[src/rtl/bf16_pkg.sv]
// Shared BF16 field layout and 23-bit signed-integer limits.
// Used by both the BF16 encoder and the decoder/converter.
package bf16_pkg;

    typedef struct packed {
        logic       sign;
        logic [7:0] exp;
        logic [6:0] man;
    } bf16_t;

    localparam logic [7:0]  BF16_BIAS    = 8'd127;
    localparam logic [7:0]  BF16_EXP_MAX = 8'd255;

    localparam logic [22:0] SINT23_MAX = 23'h3FFFFF;
    localparam logic [22:0] SINT23_MIN = 23'h400000;

endpackage

[src/rtl/bf16_to_sint23_if.sv]
// Valid/ready stream bundle for the BF16 -> signed-integer converter.
// The master side is the producer/consumer; the slave side is the converter.
interface bf16_to_sint23_if #(
    parameter int unsigned INT_W = 23
);

    logic             in_valid;
    logic             in_ready;
    logic [15:0]      bf16_in;
    logic             out_valid;
    logic             out_ready;
    logic [INT_W-1:0] sint_out;
    logic             ovf;
    logic             nan;

    modport master (
        output in_valid, bf16_in, out_ready,
        input  in_ready, out_valid, sint_out, ovf, nan
    );

    modport slave (
        input  in_valid, bf16_in, out_ready,
        output in_ready, out_valid, sint_out, ovf, nan
    );

endinterface

[src/rtl/bf16_decode_align.sv]
// Combinational BF16 decode and magnitude alignment (stage 1 of the converter).
// Guard/sticky outputs exist only when BF16_TO_SINT_RNE_EN is defined.
module bf16_decode_align
    import bf16_pkg::*;
(
    input  logic [15:0] bf16_i,
    output logic        sign_o,
    output logic [22:0] mag_o,
    output logic        sat_o,
    output logic        nan_o
`ifdef BF16_TO_SINT_RNE_EN
    ,
    output logic        guard_o,
    output logic        sticky_o
`endif
);

    localparam logic [7:0] ExpSat = BF16_BIAS + 8'd22;
    localparam logic [7:0] ExpShl = BF16_BIAS + 8'd7;

    bf16_t      f;
    logic [7:0] ext;
`ifdef BF16_TO_SINT_RNE_EN
    logic [15:0] frac;
`endif

    assign f   = bf16_i;
    assign ext = {1'b1, f.man};

    always_comb begin
        sign_o = f.sign;
        mag_o  = '0;
        sat_o  = 1'b0;
        nan_o  = 1'b0;
`ifdef BF16_TO_SINT_RNE_EN
        guard_o  = 1'b0;
        sticky_o = 1'b0;
        frac     = '0;
`endif
        if (f.exp == 8'd0) begin
            mag_o = '0;
        end else if (f.exp == BF16_EXP_MAX) begin
            nan_o = (f.man != 7'd0);
            sat_o = (f.man == 7'd0);
        end else if (f.exp >= ExpSat) begin
            // -2^22 is the one value at E==22 that is representable
            if (f.sign && f.exp == ExpSat && f.man == 7'd0) begin
                mag_o = SINT23_MIN;
            end else begin
                sat_o = 1'b1;
            end
        end else if (f.exp >= ExpShl) begin
            mag_o = {15'd0, ext} << (f.exp - ExpShl);
        end else begin
`ifdef BF16_TO_SINT_RNE_EN
            // Low byte of frac holds the shifted-out bits: guard then sticky
            frac     = {ext, 8'd0} >> (ExpShl - f.exp);
            mag_o    = {15'd0, frac[15:8]};
            guard_o  = frac[7];
            sticky_o = |frac[6:0];
`else
            mag_o = {15'd0, ext >> (ExpShl - f.exp)};
`endif
        end
    end

endmodule

[src/rtl/bf16_to_sint23.sv]
// Two-stage pipelined, saturating BF16 -> 23-bit signed integer converter.
// Define BF16_TO_SINT_RNE_EN for round-to-nearest-even; default truncates toward zero.
module bf16_to_sint23
    import bf16_pkg::*;
#(
    parameter int unsigned INT_W = 23,
    parameter int unsigned CNT_W = 16
) (
    input  logic             clk,
    input  logic             rst,
    bf16_to_sint23_if.slave  io,
    input  logic             cnt_clr,
    output logic [CNT_W-1:0] ovf_cnt
);

    logic             dec_sign, dec_sat, dec_nan;
    logic [INT_W-1:0] dec_mag;

    logic             s1_valid_q, s1_valid_d;
    logic             s1_sign_q, s1_sign_d;
    logic             s1_sat_q, s1_sat_d;
    logic             s1_nan_q, s1_nan_d;
    logic [INT_W-1:0] s1_mag_q, s1_mag_d;
`ifdef BF16_TO_SINT_RNE_EN
    logic             dec_guard, dec_sticky;
    logic             s1_guard_q, s1_guard_d;
    logic             s1_sticky_q, s1_sticky_d;
`endif

    logic             s2_valid_q, s2_valid_d;
    logic [INT_W-1:0] s2_sint_q, s2_sint_d;
    logic             s2_ovf_q, s2_ovf_d;
    logic             s2_nan_q, s2_nan_d;
    logic [CNT_W-1:0] ovf_cnt_q, ovf_cnt_d;

    logic             s1_en, s2_en;
    logic [INT_W-1:0] mag_rnd;

    bf16_decode_align u_decode (
        .bf16_i   (io.bf16_in),
        .sign_o   (dec_sign),
        .mag_o    (dec_mag),
        .sat_o    (dec_sat),
        .nan_o    (dec_nan)
`ifdef BF16_TO_SINT_RNE_EN
        ,
        .guard_o  (dec_guard),
        .sticky_o (dec_sticky)
`endif
    );

    assign s2_en       = !s2_valid_q || io.out_ready;
    assign s1_en       = !s1_valid_q || s2_en;
    assign io.in_ready = !rst && s1_en;

    always_comb begin
        s1_valid_d = s1_valid_q;
        s1_sign_d  = s1_sign_q;
        s1_sat_d   = s1_sat_q;
        s1_nan_d   = s1_nan_q;
        s1_mag_d   = s1_mag_q;
`ifdef BF16_TO_SINT_RNE_EN
        s1_guard_d  = s1_guard_q;
        s1_sticky_d = s1_sticky_q;
        mag_rnd     = s1_mag_q + INT_W'(s1_guard_q && (s1_sticky_q || s1_mag_q[0]));
`else
        mag_rnd     = s1_mag_q;
`endif
        s2_valid_d = s2_valid_q;
        s2_sint_d  = s2_sint_q;
        s2_ovf_d   = s2_ovf_q;
        s2_nan_d   = s2_nan_q;

        if (s1_en) begin
            s1_valid_d = io.in_valid;
            s1_sign_d  = dec_sign;
            s1_sat_d   = dec_sat;
            s1_nan_d   = dec_nan;
            s1_mag_d   = dec_mag;
`ifdef BF16_TO_SINT_RNE_EN
            s1_guard_d  = dec_guard;
            s1_sticky_d = dec_sticky;
`endif
        end

        if (s2_en) begin
            s2_valid_d = s1_valid_q;
            s2_ovf_d   = s1_sat_q;
            s2_nan_d   = s1_nan_q;
            if (s1_nan_q) begin
                s2_sint_d = '0;
            end else if (s1_sat_q) begin
                s2_sint_d = s1_sign_q ? SINT23_MIN : SINT23_MAX;
            end else begin
                s2_sint_d = s1_sign_q ? -mag_rnd : mag_rnd;
            end
        end

        // Clear has priority over a same-cycle overflow handoff
        ovf_cnt_d = ovf_cnt_q;
        if (cnt_clr) begin
            ovf_cnt_d = '0;
        end else if (s2_valid_q && io.out_ready && s2_ovf_q && (ovf_cnt_q != '1)) begin
            ovf_cnt_d = ovf_cnt_q + 1'b1;
        end
    end

    always_ff @(posedge clk or posedge rst) begin
        if (rst) begin
            s1_valid_q  <= 1'b0;
            s1_sign_q   <= 1'b0;
            s1_sat_q    <= 1'b0;
            s1_nan_q    <= 1'b0;
            s1_mag_q    <= '0;
`ifdef BF16_TO_SINT_RNE_EN
            s1_guard_q  <= 1'b0;
            s1_sticky_q <= 1'b0;
`endif
            s2_valid_q  <= 1'b0;
            s2_sint_q   <= '0;
            s2_ovf_q    <= 1'b0;
            s2_nan_q    <= 1'b0;
            ovf_cnt_q   <= '0;
        end else begin
            s1_valid_q  <= s1_valid_d;
            s1_sign_q   <= s1_sign_d;
            s1_sat_q    <= s1_sat_d;
            s1_nan_q    <= s1_nan_d;
            s1_mag_q    <= s1_mag_d;
`ifdef BF16_TO_SINT_RNE_EN
            s1_guard_q  <= s1_guard_d;
            s1_sticky_q <= s1_sticky_d;
`endif
            s2_valid_q  <= s2_valid_d;
            s2_sint_q   <= s2_sint_d;
            s2_ovf_q    <= s2_ovf_d;
            s2_nan_q    <= s2_nan_d;
            ovf_cnt_q   <= ovf_cnt_d;
        end
    end

    assign io.out_valid = s2_valid_q;
    assign io.sint_out  = s2_sint_q;
    assign io.ovf       = s2_ovf_q;
    assign io.nan       = s2_nan_q;
    assign ovf_cnt      = ovf_cnt_q;

endmodule

[src/flat_wrapper.sv]
// flat-port wrapper written by rule: the top's interface ports become plain ports
module bf16_to_sint23_flat import bf16_pkg::*;
#(
    parameter int unsigned INT_W = 23,
    parameter int unsigned CNT_W = 16
)
  (clk, rst, cnt_clr, ovf_cnt, io_in_valid, io_bf16_in, io_out_ready, io_in_ready, io_out_valid, io_sint_out, io_ovf, io_nan);
  bf16_to_sint23_if #(.INT_W(INT_W)) io_i ();
  input  logic clk;
  input  logic rst;
  input  logic cnt_clr;
  output logic [CNT_W-1:0] ovf_cnt;
  input wire logic [$bits(io_i.in_valid)-1:0] io_in_valid;
  input wire logic [$bits(io_i.bf16_in)-1:0] io_bf16_in;
  input wire logic [$bits(io_i.out_ready)-1:0] io_out_ready;
  output wire logic [$bits(io_i.in_ready)-1:0] io_in_ready;
  output wire logic [$bits(io_i.out_valid)-1:0] io_out_valid;
  output wire logic [$bits(io_i.sint_out)-1:0] io_sint_out;
  output wire logic [$bits(io_i.ovf)-1:0] io_ovf;
  output wire logic [$bits(io_i.nan)-1:0] io_nan;
  assign io_i.in_valid = io_in_valid;
  assign io_i.bf16_in = io_bf16_in;
  assign io_i.out_ready = io_out_ready;
  assign io_in_ready = io_i.in_ready;
  assign io_out_valid = io_i.out_valid;
  assign io_sint_out = io_i.sint_out;
  assign io_ovf = io_i.ovf;
  assign io_nan = io_i.nan;
  bf16_to_sint23 #(.INT_W(INT_W), .CNT_W(CNT_W)) u_core (.clk(clk), .rst(rst), .io(io_i), .cnt_clr(cnt_clr), .ovf_cnt(ovf_cnt));
endmodule
[config.mk]
export PLATFORM = sky130hd
export DESIGN_NAME = bf16_to_sint23_flat
export DESIGN_NICKNAME = d
export VERILOG_FILES = /design/src/rtl/bf16_pkg.sv /design/src/rtl/bf16_to_sint23_if.sv /design/src/rtl/bf16_decode_align.sv /design/src/rtl/bf16_to_sint23.sv /design/src/flat_wrapper.sv
export SDC_FILE = /design/constraint.sdc
export NUM_CORES = 1
export LEC_CHECK = 0
export CORE_MARGIN = 5
export CORE_UTILIZATION = 55
export DETAILED_ROUTE_END_ITERATION = 8
export MAX_ROUTING_LAYER = met4
export PLACE_DENSITY = 0.77
export SLEW_MARGIN = 20
export SYNTH_ARGS = -nofsm -noshare
export SYNTH_HDL_FRONTEND = slang
export SYNTH_HIERARCHICAL = 1
export SYNTH_SLANG_ARGS = --single-unit
[constraint.sdc]
create_clock -name clk -period 4 [get_ports clk]
set_input_delay 0.6 -clock clk [delete_from_list [all_inputs] [get_ports clk]]
set_output_delay 0.6 -clock clk [all_outputs]
set_load 0.1 [all_outputs]
==> metrics, run 1 <==
status finished, final reports clean; Fill cells 807; DR vias/cell 6.462; antenna viol nets, final 0; Worst EP required 4.27 ns; first-pass GRT wire length 24740 µm; die height 107.2 µm; static leakage 2.451 nW; most common cell after layout, fill and taps aside dfrtp_1; Net count, final 678; CP Max Fanout 10; grt ovf 0; gr usage total 0.2746; Hold Path End u_core/io.sint_out[3]$_DFFE_PP0P_; Slew Viols, Final 0; vias 5053; Mapped Cells 606; IO Count 64; Startpoint Class input pin; commonest cells after routing, fill and taps aside dfrtp_1 (69), clkdlybuf4s50_1 (62), nand2_1 (52); cell taking the most area after synthesis dfrtp_1; Setup Skew 0.01403 ns; DRC violations left 0; Worst R2R End u_core/io.sint_out[16]$_DFFE_PP0P_; Fin. Hold Viols 0; number of diodes 0; CTS Buffer Depth 2; area of the die 11490 µm²; Met3 Wirelength 915 µm; register bit total from synthesis 69; RSZ-0062 raised after global routing no; largest net degree at the start of global routing 47; Tmin final 3.204 ns; drt total wl 15000 µm; clk sink count 69; routed wl met2 7487 µm; worst slew pin tran 0.9831 ns; design area 6038 µm²; register clock-pin slew on the reported worst setup and hold paths 0.08 ns; yosys warns 6; Post-synth EDFFs 0; I/O Buffers 63; Rows 35; Die Wd 107.2 µm; CTS tree done; Initial Utilization 0.5621; nature of the critical path endpoint flip-flop; drt pass-1 iters 5; Setup TNS 0 ns; DP Area 5869 µm²; Reg2Reg Depth 6; pwr dens 369.8 nW/µm²; hold_sp u_core/io.sint_out[3]$_DFFE_PP0P_; vias in the first global route 4865; syn nets 636; Synth Flop Type dfrtp_1; worst setup margin 0.7956 ns; DR iter-0 viols 446; gpl congestion 0.9069; total setup buffers inserted after CTS 0; cts hold-fix bufs 0; final cycle utilization of the critical path 0.8011; # H-tree levels 3; wire length on met1 6369 µm; synth top area cells dfrtp_1 (33%), mux2_2 (6.9%), a21oi_1 (4.0%); wire per inst 19.18 µm; Synth top area share 0.3325; R2R setup slack 1.59 ns; Slew Limit Headroom 0.3386; pre-CTS WS 0.5093 ns; Final setup viols 0; Worst Hold Class reg2reg; worst vdd rail ir drop 0.0002651 V; arrival time worst endpoint 3.47 ns; Synth-to-Final Area Change 16.26%; post-synthesis sequential area ratio 0.3325; reg2reg start u_core/mag_rnd[1]$_DFFE_PP0N_; layout cells sized above 1 0.1286; FMAX 312.1 MHz; TritonCTS Buffers 9; Synth cell types 74; hold_ws 0.4855 ns; top sig layer met4; async set-reset flop share out of synthesis 1.000; PostCTS Resize Cnt 0; mean post-synth cell area 8.571 µm²; area of the core 9240 µm²; max_cap viols 0; post-DP HPWL 11030 µm; clock root buffer clkbuf_8; initial antenna violation count 0; hold depth 2; clock insertion delay at the later pin of the skew report 0.34 ns; Post-Syn Area 5194 µm²; kind of critical path in2reg
==> registers in the layout, indices dropped and copies added (netlist names) <==
| register | flops |
|---|---|
| u_core/io.sint_out | 23 |
| u_core/mag_rnd | 23 |
| u_core/ovf_cnt | 16 |
| u_core/io.nan | 1 |
| u_core/io.out_valid | 1 |
| u_core/io.ovf | 1 |
| u_core/s1_nan_q | 1 |
| u_core/s1_sat_q | 1 |
| u_core/s1_sign_q | 1 |
| u_core/s1_valid_q | 1 |
==> layer usage <==
layer  track usage  up-vias
met5             -        -
met4       0.07763        0
met2        0.4508      216
met3       0.03311       21
met1        0.3601     2479
li1              -     2337
==> synth_stat cells (all sizes together) (9+ instances only) <==
library cell / n
o21ai: 30
dfrtp: 69
nand2b: 10
or4: 9
mux2: 34
buf: 12
nor2: 47
nand2: 53
nand3: 30
ha: 9
inv: 14
mux2i: 16
nor3: 34
a21oi: 42
a2bb2oi: 9
nor4: 13
or3: 11
nor2b: 14
clkbuf: 30
nand4: 10
==> where the power goes <==
group / leakage [nW] / internal, mW / switching [mW]
registers: 0.929 / 0.752 / 0.0450
clock network: 0.0824 / 0.224 / 0.272
logic: 1.44 / 0.265 / 0.676
==> cell type report <==
cell class	count	area, µm²	share of cell area
well taps	129	161.4	0.02673
inverters	16	60.06	0.009946
flip-flops and latches	69	1727	0.2860
clock buffers	10	127.6	0.02114
clock inverters	6	38.79	0.006424
multi-input cells	479	3221	0.5334
repair buffers	73	703.2	0.1165
==> logic make-up after synthesis <==
group	synth area share
simple gates	0.2672
xor+xnor	0.02337
flops	0.3325
mux	0.1243
compound gates	0.1826
fa+ha+maj	0.02168
buf+inv	0.04842
==> critical path, stage by stage <==
cell and delay (ns):
clkdlybuf4s50_1 0.71, ha_1 0.39, xnor2_2 0.21, nor4_1 0.76
or3b_1 0.49, a21oi_1 0.15, mux2_2 0.16
==> worst max-delay path by stage <==
stage / startpoint / end / slack [ns] / cells past startpoint
finish: io_bf16_in[8] / u_core/mag_rnd[7]$_DFFE_PP0N_ / 0.80 / 7
global route: io_bf16_in[8] / u_core/mag_rnd[7]$_DFFE_PP0N_ / 0.71 / 7
CTS: io_bf16_in[8] / u_core/mag_rnd[7]$_DFFE_PP0N_ / 0.85 / 7
detailed placement: io_bf16_in[8] / u_core/mag_rnd[7]$_DFFE_PP0N_ / 0.51 / 7
global placement: io_bf16_in[8] / u_core/mag_rnd[7]$_DFFE_PP0N_ / 0.40 / 7
floorplan: u_core/io.out_valid$_DFFE_PP0P_ / io_in_ready / 0.30 / 5
==> per-stage QoR <==
stage	instances	total power [mW]	utilization
finish	782	2.233	0.6535
global route	782	2.340	0.6535
CTS	782	2.244	0.6532
detailed placement	766	1.743	0.6352
global placement	766	1.728	0.6352
floorplan	606	1.512	-
Note: power is estimated with default switching activity, not from simulation.
==> run 2, diff against run 1 <==
- clock period: 4 -> 3.1 ns (I/O delays scaled with it)
==> metrics, run 2 (same netlist as run 1, synthesis figures left out) <==
DR vias/cell 6.297; Worst path depth 9; worst slew pin tran 0.8825 ns; gpl congestion 0.9579; PostCTS Resize Cnt 0; cts hold-fix bufs 0; gr usage total 0.2585; reg2reg start u_core/mag_rnd[0]$_DFFE_PP0N_; I/O Buffers 63; Worst Hold Class reg2reg; clock insertion delay at the later pin of the skew report 0.35 ns; Initial Utilization 0.5621; Slew Limit Headroom 0.4117; hold_sp u_core/io.sint_out[2]$_DFFE_PP0P_; Synth-to-Final Area Change 17.80%; # H-tree levels 3; Internal Power 1.708 mW; Worst R2R End u_core/io.sint_out[18]$_DFFE_PP0P_; DR iter-0 viols 484; slowest cell delay on critical path 0.58 ns; Comb power frac 0.400; clk sink count 69; hold depth 2; final cycle utilization of the critical path 0.8697; most common cell after layout, fill and taps aside buf_4; FMAX 370.9 MHz; Clock Power Share 0.252; Final setup viols 0; vias 5050; static leakage 2.633 nW; drt pass-1 iters 6; layout cells sized above 1 0.2169; clock root buffer clkbuf_8; pre-CTS WS 0.1100 ns; area of the die 11490 µm²; Setup Skew 0.01966 ns; commonest cells after routing, fill and taps aside buf_4 (73), dfrtp_1 (69), nand2_1 (53); design area 6118 µm²; Setup TNS 0 ns; pwr dens 490.0 nW/µm²; initial antenna violation count 0; Worst EP required 3.37 ns; Critical-path top delay cell or4b_4; drt total wl 14290 µm; Reg2Reg Depth 6; sequential power share 0.348; Psw 1.290 mW; Rows 35; Hold Path End u_core/io.sint_out[2]$_DFFE_PP0P_; fin util 0.6622; Net count, final 698; max_cap viols 0; CTS tree done; number of diodes 0; area of the core 9240 µm²; Startpoint Class input pin; IO Count 64; wire per inst 17.81 µm; antenna viol nets, final 0; kind of critical path in2reg; vias in the first global route 4908; hold_ws 0.4772 ns; R2R setup slack 0.64 ns; arrival time worst endpoint 2.97 ns; CP Max Fanout 7; CP top delay family simple AND/OR/NAND/NOR gates; register clock-pin slew on the reported worst setup and hold paths 0.07 ns; Die Wd 107.2 µm; grt ovf 0; worst setup margin 0.4039 ns; RSZ-0062 raised after global routing no; worst vdd rail ir drop 0.0003959 V; first-pass GRT wire length 23500 µm; die height 107.2 µm; status finished, final reports clean; Slew Viols, Final 0; total setup buffers inserted after CTS 0; DP Area 5918 µm²; largest net degree at the start of global routing 70; CTS Buffer Depth 2; switching share of total power 0.4302; CP bufs+invs 2; Fin. Hold Viols 0; TritonCTS Buffers 9; Cell Chain, Critical Path clkdlybuf4s50_1, ha_1, buf_4, xnor2_2, nor2_2, nand3_1, or4b_4, o32ai_2, mux2_2; Tmin final 2.696 ns; nature of the critical path endpoint flip-flop; DRC violations left 0; post-DP HPWL 10650 µm
[run 2: cell count changes in the layout (fill, tap and decap cells not counted)]
cell             delta
a21oi_2             +1
clkdlybuf4s50_1    -42
bufinv_16           +1
a21oi_1             -1
clkinv_2            -2
nand2_2             -1
clkbuf_8            +1
nand2_1             +1
buf_4              +62
[run 2: worst max-delay path by stage]
stage / from / endpoint / slack [ns]
floorplan: u_core/io.out_valid$_DFFE_PP0P_ / io_in_ready / 0.15
global placement: io_bf16_in[7] / u_core/mag_rnd[7]$_DFFE_PP0N_ / 0.17
detailed placement: io_bf16_in[8] / u_core/mag_rnd[2]$_DFFE_PP0N_ / 0.11
CTS: io_bf16_in[8] / u_core/mag_rnd[2]$_DFFE_PP0N_ / 0.45
global route: io_bf16_in[8] / u_core/mag_rnd[2]$_DFFE_PP0N_ / 0.37
finish: io_bf16_in[8] / u_core/mag_rnd[2]$_DFFE_PP0N_ / 0.40
[run 2: worst register-to-register path, stage by stage, from the launching register on]
cell,delay (ns)
dfrtp_1,0.43
inv_1,0.11
ha_1,0.18
or4b_4,0.51
nor3_1,0.61
a2111oi_0,0.25
nor3_1,0.29
[run 2: routing by layer]
layer / wire, µm / GRT usage / vias to the layer above / part of all wire
li1: - / - / 2381 / -
met1: 6020 / 0.3345 / 2410 / 0.42
met2: 7071 / 0.4281 / 223 / 0.49
met3: 934 / 0.02769 / 36 / 0.065
met4: 260 / 0.08128 / 0 / 0.018
met5: 0 / - / - / 0
[run 2: cell type report]
| class | count | area (µm²) |
|---|---|---|
| Fill cell | 807 | 3122 |
| Clock inverter | 5 | 58.81 |
| Clock buffer | 11 | 141.4 |
| Sequential cell | 69 | 1727 |
| Tap cell | 129 | 161.4 |
| Multi-Input combinational cell | 479 | 3222 |
| Inverter | 16 | 60.06 |
| Timing Repair Buffer | 93 | 748.2 |
[run 2: power by group through the flow]
stage	registers [mW]	clock network, mW	logic (mW)
4_1_cts	1.04	0.772	1.20
2_1_floorplan	1.49	0	0.460
3_3_place_gp	1.06	0	1.18
5_1_grt	1.05	0.813	1.26
6_report	1.04	0.756	1.20
3_5_place_dp	1.06	0	1.19
[run 2: metrics by stage]
step	instances	total power, mW
finish	802	2.998
global route	802	3.131
CTS	802	3.010
detailed placement	786	2.252
global placement	786	2.236
floorplan	606	1.952
==> run 3, diff against run 2 <==
- CORE_MARGIN: 5 -> 2
- TNS_END_PERCENT: not set -> 30
==> metrics, run 3 (same netlist as run 1, synthesis figures left out) <==
pwr dens 499.2 nW/µm²; CP Max Fanout 22; worst vdd rail ir drop 0.0004055 V; Slew Limit Headroom 0.4264; largest net degree at the start of global routing 44; hold_ws 0.4785 ns; static leakage 2.648 nW; most common cell after layout, fill and taps aside buf_4; Synth-to-Final Area Change 17.88%; max_cap viols 0; worst slew pin tran 0.8533 ns; placed cells 768; Fin. Hold Viols 0; Worst EP required 3.33 ns; first-pass GRT wire length 23980 µm; DR vias/cell 6.523; Net count, final 698; CP startpoint io_bf16_in[7]; PostCTS Resize Cnt 0; status finished, final reports clean; crit path to u_core/mag_rnd[7]$_DFFE_PP0N_; TritonCTS Buffers 9; antenna viol nets, final 0; gr usage total 0.3044; Final setup viols 0; Reg2Reg Depth 6; IO Count 64; register clock-pin slew on the reported worst setup and hold paths 0.08 ns; design area 6122 µm²; post-DP HPWL 10650 µm; Setup TNS 0 ns; Rows 35; area of the die 10240 µm²; DR iter-0 viols 372; nature of the critical path endpoint flip-flop; Worst Hold Class reg2reg; kind of critical path in2reg; I/O Buffers 63; Worst R2R End u_core/io.sint_out[18]$_DFFE_PP0P_; arrival time worst endpoint 2.77 ns; number of diodes 0; # H-tree levels 3; clock root buffer clkbuf_8; DRC violations left 0; Tmin final 2.535 ns; Slew Viols, Final 0; Initial Utilization 0.5648; R2R setup slack 0.65 ns; initial antenna violation count 0; total setup buffers inserted after CTS 0; CTS tree done; drt pass-1 iters 5; final cycle utilization of the critical path 0.8178; reg2reg start u_core/mag_rnd[0]$_DFFE_PP0N_; gpl congestion 1.022; cts hold-fix bufs 0; DP Area 5908 µm²; Cell Count, Final, Fillers Out 784; clock insertion delay at the later pin of the skew report 0.35 ns; Die Wd 101.2 µm; Setup Skew 0.01184 ns; CTS Buffer Depth 2; vias 5114; die height 101.2 µm; clk sink count 69; layout cells sized above 1 0.2169; RSZ-0062 raised after global routing no; commonest cells after routing, fill and taps aside buf_4 (72), dfrtp_1 (69), nand2_1 (53); grt ovf 0; FMAX 394.4 MHz; vias in the first global route 4899; hold_sp u_core/io.nan$_DFFE_PP0P_; drt total wl 14430 µm; wire per inst 18.41 µm; Startpoint Class input pin; area of the core 9196 µm²
## run 3: area by class of cell
type,count,area (µm²)
Multi-Input combinational cell,479,3222
Inverter,16,60.06
Clock buffer,10,127.6
Sequential cell,69,1727
Timing Repair Buffer,93,760.7
Clock inverter,6,86.33
Tap cell,111,138.9
Fill cell,785,3074
## run 3: worst max-delay path, cell delays in order
cell	delay, ns
clkdlybuf4s50_1	0.55
buf_4	0.31
mux2_2	0.40
mux2_2	0.31
mux2i_1	0.21
or3b_1	0.18
a21oi_1	0.07
mux2_2	0.27
## run 3: per-stage QoR
| stage | power, mW | setup WS [ns] | util |
|---|---|---|---|
| finish | 3.056 | 0.5647 | 0.6657 |
| global placement | 2.233 | 0.3347 | 0.6424 |
| floorplan | 1.952 | 0.1476 | - |
| detailed placement | 2.253 | 0.2381 | 0.6424 |
| CTS | 3.062 | 0.5860 | 0.6657 |
| global route | 3.195 | 0.3902 | 0.6657 |
## run 3: worst min path at each step
stage	cells after the start	slack [ns]	end
after CTS	2	0.48	u_core/io.nan$_DFFE_PP0P_
after global routing	2	0.50	u_core/io.nan$_DFFE_PP0P_
final	2	0.48	u_core/io.nan$_DFFE_PP0P_
after global placement	2	0.46	u_core/io.nan$_DFFE_PP0P_
after floorplan	1	0.48	u_core/io.out_valid$_DFFE_PP0P_
after detailed placement	2	0.46	u_core/io.nan$_DFFE_PP0P_
## run 3: report_power, final
group          switching [mW]  internal, mW  leakage, nW
Clock                   0.356         0.453        0.107
Combinational           0.874         0.343         1.61
Sequential             0.0589         0.970        0.929
## run 3: layer usage
| layer | GRT usage | up-vias | wire (µm) |
|---|---|---|---|
| met5 | - | - | 0 |
| met4 | 0.09979 | 0 | 280 |
| met3 | 0.04210 | 27 | 935 |
| met2 | 0.5013 | 217 | 7243 |
| met1 | 0.3887 | 2493 | 5971 |
| li1 | - | 2377 | - |
